[src/rtl/reg_writeback_pkg.sv]
// Shared definitions for the register writeback buffer: control bit positions,
// register/data widths, the link register number and the buffered entry layout.
package reg_writeback_pkg;

  localparam int REG_W  = 5;
  localparam int DATA_W = 32;
  localparam int CNT_W  = 4;   // holds 0..8 entries
  localparam int DROP_W = 16;

  localparam logic [REG_W-1:0] LINK_REG = 5'd31;

  // in_ctrl = {RegWrite, RegDst, MemToReg, Link}
  localparam int CTRL_REGWRITE = 3;
  localparam int CTRL_REGDST   = 2;
  localparam int CTRL_MEMTOREG = 1;
  localparam int CTRL_LINK     = 0;

  typedef struct packed {
    logic [REG_W-1:0]  addr;
    logic [DATA_W-1:0] data;
  } wb_entry_t;

  // Destination register: Link forces $31, otherwise RegDst picks rd over rt.
  function automatic logic [REG_W-1:0] wb_dest(input logic [REG_W-1:0] rt,
                                               input logic [REG_W-1:0] rd,
                                               input logic [3:0]       ctrl);
    if (ctrl[CTRL_LINK])        return LINK_REG;
    else if (ctrl[CTRL_REGDST]) return rd;
    else                        return rt;
  endfunction

endpackage

[src/rtl/reg_writeback_wb_fifo.sv]
// Pending-write FIFO. Exposes its contents in age order (index 0 = head,
// oldest) together with a per-slot valid mask so the top can both retire the
// head and search every pending write for bypass.
module wb_fifo
  import reg_writeback_pkg::*;
#(
  parameter int DEPTH = 2
) (
  input  logic                   clk,
  input  logic                   rst_n,
  input  logic                   push,
  input  wb_entry_t              push_entry,
  input  logic                   pop,
  output logic [CNT_W-1:0]       count,
  output wb_entry_t [DEPTH-1:0]  ordered,
  output logic [DEPTH-1:0]       ordered_valid
);

  localparam int PTR_W = $clog2(DEPTH);

  wb_entry_t [DEPTH-1:0] mem_q, mem_d;
  logic [PTR_W-1:0]      wr_ptr_q, wr_ptr_d;
  logic [PTR_W-1:0]      rd_ptr_q, rd_ptr_d;
  logic [CNT_W-1:0]      count_q, count_d;
  logic                  push_ok, pop_ok;
  logic [PTR_W:0]        idx;

  // Never push into a full buffer or pop an empty one, whatever the caller does.
  assign push_ok = push && (count_q < CNT_W'(DEPTH));
  assign pop_ok  = pop && (count_q != '0);

  // Next-state: storage write, pointer wrap modulo DEPTH, occupancy update
  always_comb begin
    mem_d    = mem_q;
    wr_ptr_d = wr_ptr_q;
    rd_ptr_d = rd_ptr_q;
    count_d  = count_q;
    if (push_ok) begin
      mem_d[wr_ptr_q] = push_entry;
      wr_ptr_d = (wr_ptr_q == PTR_W'(DEPTH - 1)) ? '0 : wr_ptr_q + 1'b1;
    end
    if (pop_ok) begin
      rd_ptr_d = (rd_ptr_q == PTR_W'(DEPTH - 1)) ? '0 : rd_ptr_q + 1'b1;
    end
    if (push_ok && !pop_ok)      count_d = count_q + 1'b1;
    else if (!push_ok && pop_ok) count_d = count_q - 1'b1;
  end

  // State registers; reset empties the buffer and clears storage
  always_ff @(posedge clk or negedge rst_n) begin
    if (!rst_n) begin
      mem_q    <= '0;
      wr_ptr_q <= '0;
      rd_ptr_q <= '0;
      count_q  <= '0;
    end else begin
      mem_q    <= mem_d;
      wr_ptr_q <= wr_ptr_d;
      rd_ptr_q <= rd_ptr_d;
      count_q  <= count_d;
    end
  end

  // Age-ordered view: slot i is the i-th oldest pending entry
  always_comb begin
    idx = '0;
    for (int i = 0; i < DEPTH; i++) begin
      idx = {1'b0, rd_ptr_q} + (PTR_W + 1)'(i);
      if (idx >= (PTR_W + 1)'(DEPTH)) idx = idx - (PTR_W + 1)'(DEPTH);
      ordered[i]       = mem_q[idx[PTR_W-1:0]];
      ordered_valid[i] = (CNT_W'(i) < count_q);
    end
  end

  assign count = count_q;

endmodule

[src/rtl/reg_writeback.sv]
// Writeback stage with a small pending-write buffer between MEM and the
// register file. Results are steered to a destination, writes that would be
// no-ops are counted and dropped, and the rest retire in order as the register
// file allows. Optional decode bypass is enabled with the WB_BYPASS_EN macro.
//
// Handshake: a result transfers on any rising edge where in_valid && in_ready;
// in_ready depends only on buffer occupancy. On the register-file side rf_we
// is the head-valid flop gated by rf_stall, and the head retires on every edge
// where rf_we is high; rf_waddr/rf_wdata come straight from head storage.
module reg_writeback
  import reg_writeback_pkg::*;
#(
  parameter int DEPTH = 2
) (
  input  logic              clk,
  input  logic              rst_n,
  input  logic              in_valid,
  output logic              in_ready,
  input  logic [31:0]       in_instr,
  input  logic [DATA_W-1:0] in_alu,
  input  logic [DATA_W-1:0] in_mem,
  input  logic [3:0]        in_ctrl,
  input  logic              rf_stall,
  output logic              rf_we,
  output logic [REG_W-1:0]  rf_waddr,
  output logic [DATA_W-1:0] rf_wdata,
  input  logic [REG_W-1:0]  q_rs,
  input  logic [REG_W-1:0]  q_rt,
  output logic              q_rs_hit,
  output logic              q_rt_hit,
  output logic [DATA_W-1:0] q_rs_data,
  output logic [DATA_W-1:0] q_rt_data,
  output logic [DROP_W-1:0] drop_cnt
);

  logic [REG_W-1:0]      dest;
  logic [DATA_W-1:0]     wdata;
  logic                  transfer, keep, push, pop;
  wb_entry_t             push_entry;
  logic [CNT_W-1:0]      count;
  wb_entry_t [DEPTH-1:0] ord;
  logic [DEPTH-1:0]      ord_valid;
  logic [DROP_W-1:0]     drop_cnt_q, drop_cnt_d;
  logic                  unused_instr;

  // Only rt and rd are meaningful in the instruction word here.
  assign unused_instr = ^{in_instr[31:21], in_instr[10:0]};

  // Steer destination and write data from the control bits
  always_comb begin
    dest = wb_dest(in_instr[20:16], in_instr[15:11], in_ctrl);
    if (in_ctrl[CTRL_LINK])          wdata = in_alu;
    else if (in_ctrl[CTRL_MEMTOREG]) wdata = in_mem;
    else                             wdata = in_alu;
  end

  assign in_ready   = (count < CNT_W'(DEPTH));
  assign transfer   = in_valid && in_ready;
  assign keep       = in_ctrl[CTRL_REGWRITE] && (dest != '0);
  assign push       = transfer && keep;
  assign push_entry = '{addr: dest, data: wdata};

  assign rf_we    = ord_valid[0] && !rf_stall;
  assign pop      = rf_we;
  assign rf_waddr = ord[0].addr;
  assign rf_wdata = ord[0].data;

  wb_fifo #(.DEPTH(DEPTH)) u_fifo (
    .clk           (clk),
    .rst_n         (rst_n),
    .push          (push),
    .push_entry    (push_entry),
    .pop           (pop),
    .count         (count),
    .ordered       (ord),
    .ordered_valid (ord_valid)
  );

  // Saturating count of accepted results that produce no register write
  always_comb begin
    drop_cnt_d = drop_cnt_q;
    if (transfer && !keep && (drop_cnt_q != '1)) drop_cnt_d = drop_cnt_q + 1'b1;
  end

  // Drop counter register
  always_ff @(posedge clk or negedge rst_n) begin
    if (!rst_n) drop_cnt_q <= '0;
    else        drop_cnt_q <= drop_cnt_d;
  end

  assign drop_cnt = drop_cnt_q;

`ifdef WB_BYPASS_EN
  // Search pending writes oldest to newest so the newest match wins
  always_comb begin
    q_rs_hit  = 1'b0;
    q_rs_data = '0;
    q_rt_hit  = 1'b0;
    q_rt_data = '0;
    for (int i = 0; i < DEPTH; i++) begin
      if (ord_valid[i] && (q_rs != '0) && (ord[i].addr == q_rs)) begin
        q_rs_hit  = 1'b1;
        q_rs_data = ord[i].data;
      end
      if (ord_valid[i] && (q_rt != '0) && (ord[i].addr == q_rt)) begin
        q_rt_hit  = 1'b1;
        q_rt_data = ord[i].data;
      end
    end
  end
`else
  logic unused_bypass;
  assign unused_bypass = ^{q_rs, q_rt, ord, ord_valid};
  assign q_rs_hit  = 1'b0;
  assign q_rt_hit  = 1'b0;
  assign q_rs_data = '0;
  assign q_rt_data = '0;
`endif

endmodule
[config.mk]
export PLATFORM = sky130hd
export DESIGN_NAME = reg_writeback
export DESIGN_NICKNAME = d
export VERILOG_FILES = /design/src/rtl/reg_writeback_pkg.sv /design/src/rtl/reg_writeback_wb_fifo.sv /design/src/rtl/reg_writeback.sv
export SDC_FILE = /design/constraint.sdc
export NUM_CORES = 1
export LEC_CHECK = 0
export ABC_AREA = 1
export CORE_ASPECT_RATIO = 1.2
export CORE_MARGIN = 2
export CORE_UTILIZATION = 45
export DETAILED_ROUTE_END_ITERATION = 6
export PLACE_DENSITY = 0.82
export SLEW_MARGIN = 30
export SYNTH_ARGS = -nofsm -noshare
export SYNTH_HDL_FRONTEND = slang
export SYNTH_SLANG_ARGS = --single-unit
[constraint.sdc]
create_clock -name clk -period 2.7 [get_ports clk]
set_input_delay 0.27 -clock clk [delete_from_list [all_inputs] [get_ports clk]]
set_output_delay 0.27 -clock clk [all_outputs]
set_load 0.05 [all_outputs]
# Yosys cells after proc, flatten, opt, wreduce, memory -nomap -nowiden
# Cells that the tools add are included.
# totals
wordCells	53
out_inout_bits	121
ff_bits	96
# op_classes
reduce_logical	18
addsub	6
order_cmp	6
n_mux	14
n_eq_ne	1
# ops
cell	n
$mux 37	3
$bwmux 74	1
$mux 32	2
$demux 37 s1	1
$add 16x1->16 const B	1
$ne 16x16->1 const B	1
$logic_and 1x1->1	11
$mux 5	2
$mux 4	2
$reduce_bool 5->1	1
$add 4x1->4 const B	1
$logic_not 1->1	4
$lt 1x2->1 const B	2
$lt 1x4->1 const A	1
$lt 4x2->1 const B	1
$reduce_bool 4->1	1
$sub 4x1->4 const B	1
$mux 1	3
$add 1x1->1 const B	2
$ge 1x2->1 const B	1
$reduce_bool 2->1	1
$ge 1x1->1 const B	1
$sub 1x1->1 const B	1

# Longest topological paths before layout
# Gate-level depths: netlist of the first run.
# depth
ltp_word	10
depth_mapped	19

# By module
# A second synthesis of the first run with hierarchy kept.
# unflattened
cells_unflattened	821
area_unflattened_um2	6333.6
# modules_own_cells
module	instances	seq_area_each_um2	area_per_inst_um2	cells_each
wb_fifo	1	2001.9	4256.6	534
reg_writeback	1	400.4	2077.0	287

# Worst setup path after synthesis of the first run
# Ideal clock, no wire load.
# synth_timing
path_type	reg2reg
from	reg u_fifo.count_q[1], in the netlist u_fifo.count[1]
to	reg u_fifo.count_q[3], in the netlist u_fifo.count[3]
stages_incl_launch_ff	14
period_less_slack_ns	2.714
n_path_buf	0
required_time_ns	2.576
setup_slack_ns	-0.014
t_arrival_ns	2.590
cell_sequence	dfrtp_1 inv_1 nand2_1 nor2_1 nor2_1 inv_1 ha_1 inv_1 ha_1 a21oi_1 nand2_1 a21oi_1 o21ai_0 xnor2_1
# synth_lines
element	line_no	rtl
start, declared	reg_writeback_wb_fifo.sv:24	logic [CNT_W-1:0] count_q, count_d;
start signal, assigned	reg_writeback_wb_fifo.sv:60	count_q <= count_d;
$lt 1x4->1 (*)	reg_writeback_wb_fifo.sv:71	ordered_valid[i] = (CNT_W'(i) < count_q);
$logic_and 1x1->1 (*)	reg_writeback.sv:63	assign rf_we = ord_valid[0] && !rf_stall;
via rf_we	reg_writeback.sv:24	output logic rf_we,
$logic_and 1x1->1 (*)	reg_writeback_wb_fifo.sv:30	assign pop_ok = pop && (count_q != '0);
$logic_not 1->1	reg_writeback_wb_fifo.sv:45	if (push_ok && !pop_ok) count_d = count_q + 1'b1;
$logic_and 1x1->1	reg_writeback_wb_fifo.sv:45	
$mux 4 or $reduce_bool 2->1 (tied branches)	--	
# Mark *: on every way through the listed nets, which the timed path passes. The rest lies on a longest branch. The select of a mux whose other input is x is not followed.
# A chain may end at the register's enable or synchronous reset.

# Worst setup path after layout of the first run
# layout_timing
from	in in_ctrl[0]
to	reg u_fifo.count_q[3], in the netlist u_fifo.count[3]
# layout_via
elab_chain_cells	8
# layout_rtl
element	line_no	rtl
start, declared	reg_writeback.sv:22	input logic [3:0] in_ctrl,
$mux 5 (*)	reg_writeback_pkg.sv:27	if (ctrl[CTRL_LINK]) return LINK_REG;
$reduce_bool 5->1 (*)	reg_writeback.sv:59	assign keep = in_ctrl[CTRL_REGWRITE] && (dest != '0);
$logic_and 1x1->1 (*)	reg_writeback.sv:59	
$logic_and 1x1->1 (*)	reg_writeback.sv:60	assign push = transfer && keep;
$logic_and 1x1->1 (*)	reg_writeback_wb_fifo.sv:29	assign push_ok = push && (count_q < CNT_W'(DEPTH));
via u_fifo.push_ok	reg_writeback_wb_fifo.sv:25	logic push_ok, pop_ok;
$logic_not 1->1	reg_writeback_wb_fifo.sv:46	else if (!push_ok && pop_ok) count_d = count_q - 1'b1;
$logic_and 1x1->1	reg_writeback_wb_fifo.sv:46	
$reduce_bool 2->1 (no line)	--	
# Mark *: on every way through the listed nets, which the timed path passes. The rest lies on a longest branch.

==> metrics.cfg, run 1 <==
[clocking]
clock-sinks = 96
h-tree-depth = 3
cts_buffer_depth = 2
insertion_delay_ns = 0.33
cts_tree = built
clkSlewWorstSetupHoldPaths_ns = 0.06
clock-root-buffer = clkbuf_16
numCtsBuffers = 9

[sta]
worst_pin_slew_ns = 0.723
rsz0062_at_grt = false
min_period_ns = 2.47
skew_ns = 0.0110
setup_tns_ns = 0
setup_ws_ns = 0.235
setup_viol = 0
finalHoldViolations = 0
slew_headroom_pct = 51.8
final-max-slew-violation-count = 0
fin_crit_sh_pct = 91.3
clock.fmax_ghz = 0.406

[critical_path]
cp_cell_sequence = clkdlybuf4s50_1 -> inv_2 -> nand2_1 -> nor2_1 -> nand3_1 -> nor2_2 -> nor2_4 -> nand2_1 -> inv_1 -> ha_1 -> inv_1 -> ha_1 -> a21oi_1 -> nand2_1 -> a21oi_1 -> o21ai_0 -> xnor2_1
cp-endpoint = u_fifo.count[3]
timing.critical_path.mode_cell = nand2_1
startpoint = in_ctrl[0]
r2r-end = u_fifo.count[3]
rrSetupSlack_ns = 0.37
endpoint_kind = register
cp.arrival_ns = 2.68
cpMaxStageDelayCell = clkdlybuf4s50_1
worstRegToRegCells = 13
cp_max_fo = 7
worst-path-stages = 17
rr_startpoint = u_fifo.count[1]
crit_required_ns = 2.91
cp_top_family = buffers and inverters
crit_type = in2reg
start_kind = input pin
path_buf_inv = 4
slowest_delay_ns = 0.41

[place]
io_buffer_count = 136
dp_hpwl_um = 9590
dp_slack_ns = -0.298
gp_congestion = 0.809
place_inst = 1051

[flow_run]
cap_violations = 0

[synth]
synth-async-reset-ratio_pct = 100
syn_inst = 773
synth_most_common_cell = nand2_1
synthSimpleGateAreaFrac_pct = 36.5
yosysSeqAreaShare_pct = 39.5
synth_top_family_by_area = simple AND/OR/NAND/NOR gates
yosysTopAreaCell = dfrtp_1
yosys-top-cells-count = nand2_1, dfrtp_1, nand4_1
ys.flop_type = dfrtp_1
synth_mux_area_share_pct = 5.93
synth_top_area_share_pct = 39.5
synth_xor_xnor_area_share_pct = 1.44
netlist_area_mm2 = 0.00608
ys_seq_elements = 96
synth_edf_count = 0
synth_compound_area_share_pct = 0.576
ys_top_cells_by_area = dfrtp_1, nand2_1, nand4_1
yosysWarnings = 0
synth.distinct_cells = 30
yosys.area_share.adder_pct = 1.15
avgSynthCellArea_um2 = 7.86

[detailed_routing]
ant_nets = 0
routed_wl_um = 14800
drt_iter0_drc = 323
post-route-drc-count = 0
vias = 5389
wire_per_inst_um = 13.8
viasPerCell = 5.05
drt_pass1_iterations = 5

[global_routing]
grt_max_degree = 75
grt_pass1_vias = 4995
grt_overflow = 0
antenna_found_initial = 0
grt_pass1_wl_um = 24400
grtUsageTotal_pct = 20.9

[pwr]
ir_drop_v = 0.000818
power.density_mw_per_mm2 = 979
finalPower_mw = 7.36
p_leak_nw = 3.93

[floorplanning]
io_pins = 235
row_count = 46
fp.dieW_um = 110
start_util_pct = 45.9
coreArea_mm2 = 0.0132
die-area_mm2 = 0.0145
die_height_um = 131

[hold_path]
holdCritStartpoint = u_fifo.mem_q[23]
hold_class = reg2reg

[cells_and_area]
antenna_cells = 0
drive_above_1_share_pct = 15.6
stdcell_count = 1068
syn2layout_area_growth_pct = 23.6
fin_util_pct = 56.8
nNetsFinal = 1014

[outcome]
outcome = completed

logic make-up after synthesis:
logic type | count (synthesis)
AND/OR/NAND/NOR | 484
other | 1
XOR/XNOR | 10
multiplexers | 32
AO/OA/AOI/OAI | 7
adder cells (fa/ha/maj) | 5
buffers and inverters | 138
flip-flops | 96
flip-flops by register name, summed over array words and instances (netlist names):
name / count
u_fifo.mem_q: 74
u_fifo.rd_ptr_q: 1
drop_cnt: 16
u_fifo.count: 4
u_fifo.wr_ptr_q: 1
cell usage in the layout (no fill, tap or decap):
cell type | synthesis | routed
a21oi_1 | 3 | 3
buf_12 | 1 | 4
buf_4 | 67 | 56
clkbuf_1 | 15 | 2
clkbuf_16 | 0 | 9
clkbuf_8 | 0 | 3
clkdlybuf4s50_1 | 0 | 97
clkinv_2 | 0 | 1
clkinvlp_4 | 0 | 1
conb_1 | 1 | 66
dfrtp_1 | 96 | 96
dlygate4sd3_1 | 0 | 1
dlymetal6s2s_1 | 0 | 1
fa_1 | 1 | 1
ha_1 | 4 | 4
inv_1 | 22 | 22
inv_2 | 3 | 3
mux2_2 | 32 | 32
nand2_1 | 328 | 328
nand2_2 | 12 | 12
nand2_4 | 3 | 3
nand3_1 | 7 | 7
nand3_2 | 6 | 6
nand3_4 | 1 | 1
nand3b_1 | 2 | 2
nand4_1 | 93 | 93
nand4_2 | 2 | 2
nor2_1 | 23 | 21
nor2_2 | 2 | 3
nor2_4 | 3 | 4
nor3_1 | 2 | 2
o21ai_0 | 4 | 4
xnor2_1 | 6 | 6
xor2_1 | 4 | 4
worst min-delay path by stage:
stage          depth (start not counted)               end  slack, ns
2_1_floorplan                          0       drop_cnt[0]      -0.03
3_3_place_gp                           1  u_fifo.mem_q[70]       0.33
3_5_place_dp                           1  u_fifo.mem_q[38]       0.33
4_1_cts                                2  u_fifo.mem_q[20]       0.48
5_1_grt                                2  u_fifo.mem_q[59]       0.50
6_report                               2  u_fifo.mem_q[23]       0.48
per-stage QoR:
step,hold slack [ns],instance area (µm²)
global route,0.498,7510
global placement,0.332,7210
floorplan,-0.0256,6330
detailed placement,0.329,7210
finish,0.478,7510
CTS,0.483,7510
where the power goes:
part           total (mW)  switching, mW  internal, mW
clock network        1.21          0.509         0.700
logic                3.89           2.77          1.12
registers            2.26          0.301          1.96
total                7.36           3.58          3.78
routing by layer:
metal,share of wire (%),up-vias,GRT usage (%)
li1,-,2633,-
met1,41,2541,27.9
met2,52,207,35.5
met3,6.4,8,3.08
met4,0.61,0,4.58
met5,0,-,0
cell type report:
| cell class | instances | area, µm² |
|---|---|---|
| Clock buffer | 14 | 274 |
| Fill cell | 1234 | 5720 |
| Multi-Input combinational cell | 604 | 3030 |
| Timing Repair Buffer | 159 | 1490 |
| Inverter | 25 | 93.8 |
| Tap cell | 168 | 210 |
| Clock inverter | 2 | 12.5 |
| Sequential cell | 96 | 2400 |
worst min-delay path, stage by stage, from the launching register on:
cell and delay [ns]:
dfrtp_1 0.34, nand2_1 0.05, nand2_1 0.05
timing repair:
| action | in CTS | in global routing |
|---|---|---|
| endpoints found under the hold margin | 48 | 0 |
| hold buffers | 1 | 0 |
| gates resized for setup | 0 | 2 |
| setup endpoints to repair | 0 | 1 |
| buffers inserted | 0 | 0 |
Power figures use the tool's default switching activity.
==> inputs of run 2 (changes only) <==
--- a/config.mk
+++ b/config.mk
@@ -6,7 +6,7 @@
 export NUM_CORES = 1
 export LEC_CHECK = 0
 export ABC_AREA = 1
-export CORE_ASPECT_RATIO = 1.2
+export CORE_ASPECT_RATIO = 1.5
 export CORE_MARGIN = 2
 export CORE_UTILIZATION = 45
 export DETAILED_ROUTE_END_ITERATION = 6
==> metrics.cfg, run 2 (synthesis gave the netlist of run 1 again) <==
[critical_path]
rr_startpoint = u_fifo.count[1]
crit_type = in2reg
cp.arrival_ns = 2.56  ; -0.12 ns
rrSetupSlack_ns = 0.48  ; +0.11 ns
slowest_delay_ns = 0.41  ; about the same
timing.critical_path.mode_cell = nand2_1
r2r-end = u_fifo.count[3]
start_kind = input pin
worstRegToRegCells = 13  ; unchanged
cpMaxStageDelayCell = clkdlybuf4s50_1
crit_required_ns = 2.92  ; about the same
cp_max_fo = 6  ; -1
endpoint_kind = register
startpoint = in_ctrl[0]
cp_cell_sequence = clkdlybuf4s50_1 -> inv_2 -> nand2_1 -> nor2_1 -> nand3_1 -> nor2_1 -> nor2_4 -> nand2_1 -> inv_1 -> ha_1 -> inv_1 -> ha_1 -> a21oi_1 -> nand2_1 -> a21oi_1 -> o21ai_0 -> xnor2_1
cp-endpoint = u_fifo.count[3]

[clocking]
numCtsBuffers = 9  ; unchanged
h-tree-depth = 3  ; unchanged
clock-sinks = 96  ; unchanged
clkSlewWorstSetupHoldPaths_ns = 0.07  ; about the same
cts_tree = built
post_cts_buffers = 0  ; unchanged
cts_buffer_depth = 2  ; unchanged
insertion_delay_ns = 0.34  ; about the same
clock-root-buffer = clkbuf_16

[sta]
min_period_ns = 2.34  ; -0.122 ns
setup_viol = 0  ; unchanged
finalHoldViolations = 0  ; unchanged
slew_headroom_pct = 51.1  ; -0.64 points
final-max-slew-violation-count = 0  ; unchanged
fin_crit_sh_pct = 86.8  ; -4.5 points
skew_ns = 0.00874  ; -0.00222 ns
setup_ws_ns = 0.357  ; +0.122 ns
clock.fmax_ghz = 0.427  ; +5.2%
worst_pin_slew_ns = 0.733  ; +0.00965 ns
rsz0062_at_grt = false

[global_routing]
grt_pass1_vias = 4969  ; -0.52%
grtUsageTotal_pct = 20.6  ; -0.27 points
antenna_found_initial = 0  ; unchanged
grt_max_degree = 75  ; unchanged
grt_pass1_wl_um = 24400  ; about the same
grt_overflow = 0  ; unchanged

[outcome]
outcome = completed

[detailed_routing]
ant_nets = 0  ; unchanged
drt_pass1_iterations = 7  ; +2
drt_iter0_drc = 351  ; +8.7%
vias = 5431  ; +0.78%
post-route-drc-count = 0  ; unchanged
wire_per_inst_um = 14.0  ; +1.3%
viasPerCell = 5.11  ; +1.3%
routed_wl_um = 14900  ; +0.77%

[cells_and_area]
final_common_cell = nand2_1
top_register = u_fifo.mem_q
antenna_cells = 0  ; unchanged
largest_reg_flops = 74  ; unchanged
mostFrequentLayoutCells = nand2_1, clkdlybuf4s50_1, dfrtp_1, nand4_1, conb_1
nNetsFinal = 1014  ; unchanged
syn2layout_area_growth_pct = 23.4
drive_above_1_share_pct = 15.7  ; +0.11 points

[floorplanning]
fp.dieW_um = 98.9  ; -10%
die_height_um = 146  ; +11%
coreArea_mm2 = 0.0133  ; +0.76%
io_pins = 235  ; unchanged
die-area_mm2 = 0.0145  ; +0.11%
row_count = 52  ; +13%
start_util_pct = 45.6  ; -0.34 points

[place]
io_buffer_count = 136  ; unchanged
gp_congestion = 0.787  ; -2.7%
dp_hpwl_um = 9940  ; +3.7%
dp_slack_ns = -0.159  ; +0.139 ns

[pwr]
finalPower_mw = 7.45  ; +1.1%
power.density_mw_per_mm2 = 992  ; +1.3%
p_leak_nw = 3.93  ; about the same
ir_drop_v = 0.000676  ; -17%

[flow_run]
cap_violations = 0  ; unchanged

[hold_path]
hold_class = in2async

run 2: stage by stage:
stage / area [µm²] / std cells / setup TNS [ns] / utilization (%) / hold WS (ns)
5_1_grt: 7500 / 1062 / 0 / 56.3 / 0.496
6_report: 7500 / 1062 / 0 / 56.3 / 0.445
2_1_floorplan: 6330 / 838 / 0 / - / -0.0256
3_3_place_gp: 7180 / 1045 / -0.0652 / 53.9 / 0.279
4_1_cts: 7500 / 1062 / 0 / 56.2 / 0.459
3_5_place_dp: 7180 / 1045 / -0.159 / 53.9 / 0.281
run 2: critical path: cells and delay by family:
family | cells | cell delay (ns)
buffers and inverters | 4 | 0.67
AOI/OAI and AO/OA | 3 | 0.38
and+or+nand+nor | 7 | 0.65
xor gates and xnor gates | 1 | 0.13
adders and majority gates | 2 | 0.44
run 2: how the worst min path moves through the flow:
| stage | slack [ns] | cells after the start | start | end |
|---|---|---|---|---|
| 3_3_place_gp | 0.28 | 1 | rst_n | u_fifo.mem_q[26] |
| 6_report | 0.44 | 2 | rst_n | u_fifo.mem_q[26] |
| 3_5_place_dp | 0.28 | 1 | rst_n | u_fifo.mem_q[26] |
| 2_1_floorplan | -0.03 | 0 | rst_n | drop_cnt[0] |
| 5_1_grt | 0.50 | 2 | rst_n | u_fifo.mem_q[26] |
| 4_1_cts | 0.46 | 2 | rst_n | u_fifo.mem_q[26] |
run 2: layout make-up:
cell class                      instances  area, µm²
Fill cell                            1231       5830
Multi-Input combinational cell        604       3030
Sequential cell                        96       2400
Timing Repair Buffer                  159       1470
Clock buffer                           12        256
Tap cell                              162        203
Inverter                               25       93.8
Clock inverter                          4       52.6
run 2: power by group:
group          switching, mW  internal [mW]  total, mW  leakage (nW)
clock network          0.526          0.771       1.30         0.153
registers              0.302           1.96       2.26          1.25
logic                   2.77           1.12       3.89          2.52
run 2: timing repair:
item                                   CTS  global route
endpoints found under the hold margin   39             0
resized for setup                        0             1
hold buffers                             1             0
setup endpoints to repair                0             1
run 2: metal layers:
metal  vias up  track usage (%)  share of wire, %
met3        28             3.11               7.3
met2       254             35.5                51
met5         -                0                 0
li1       2636                -                 -
met1      2513             26.0                39
met4         0             7.67               2.7
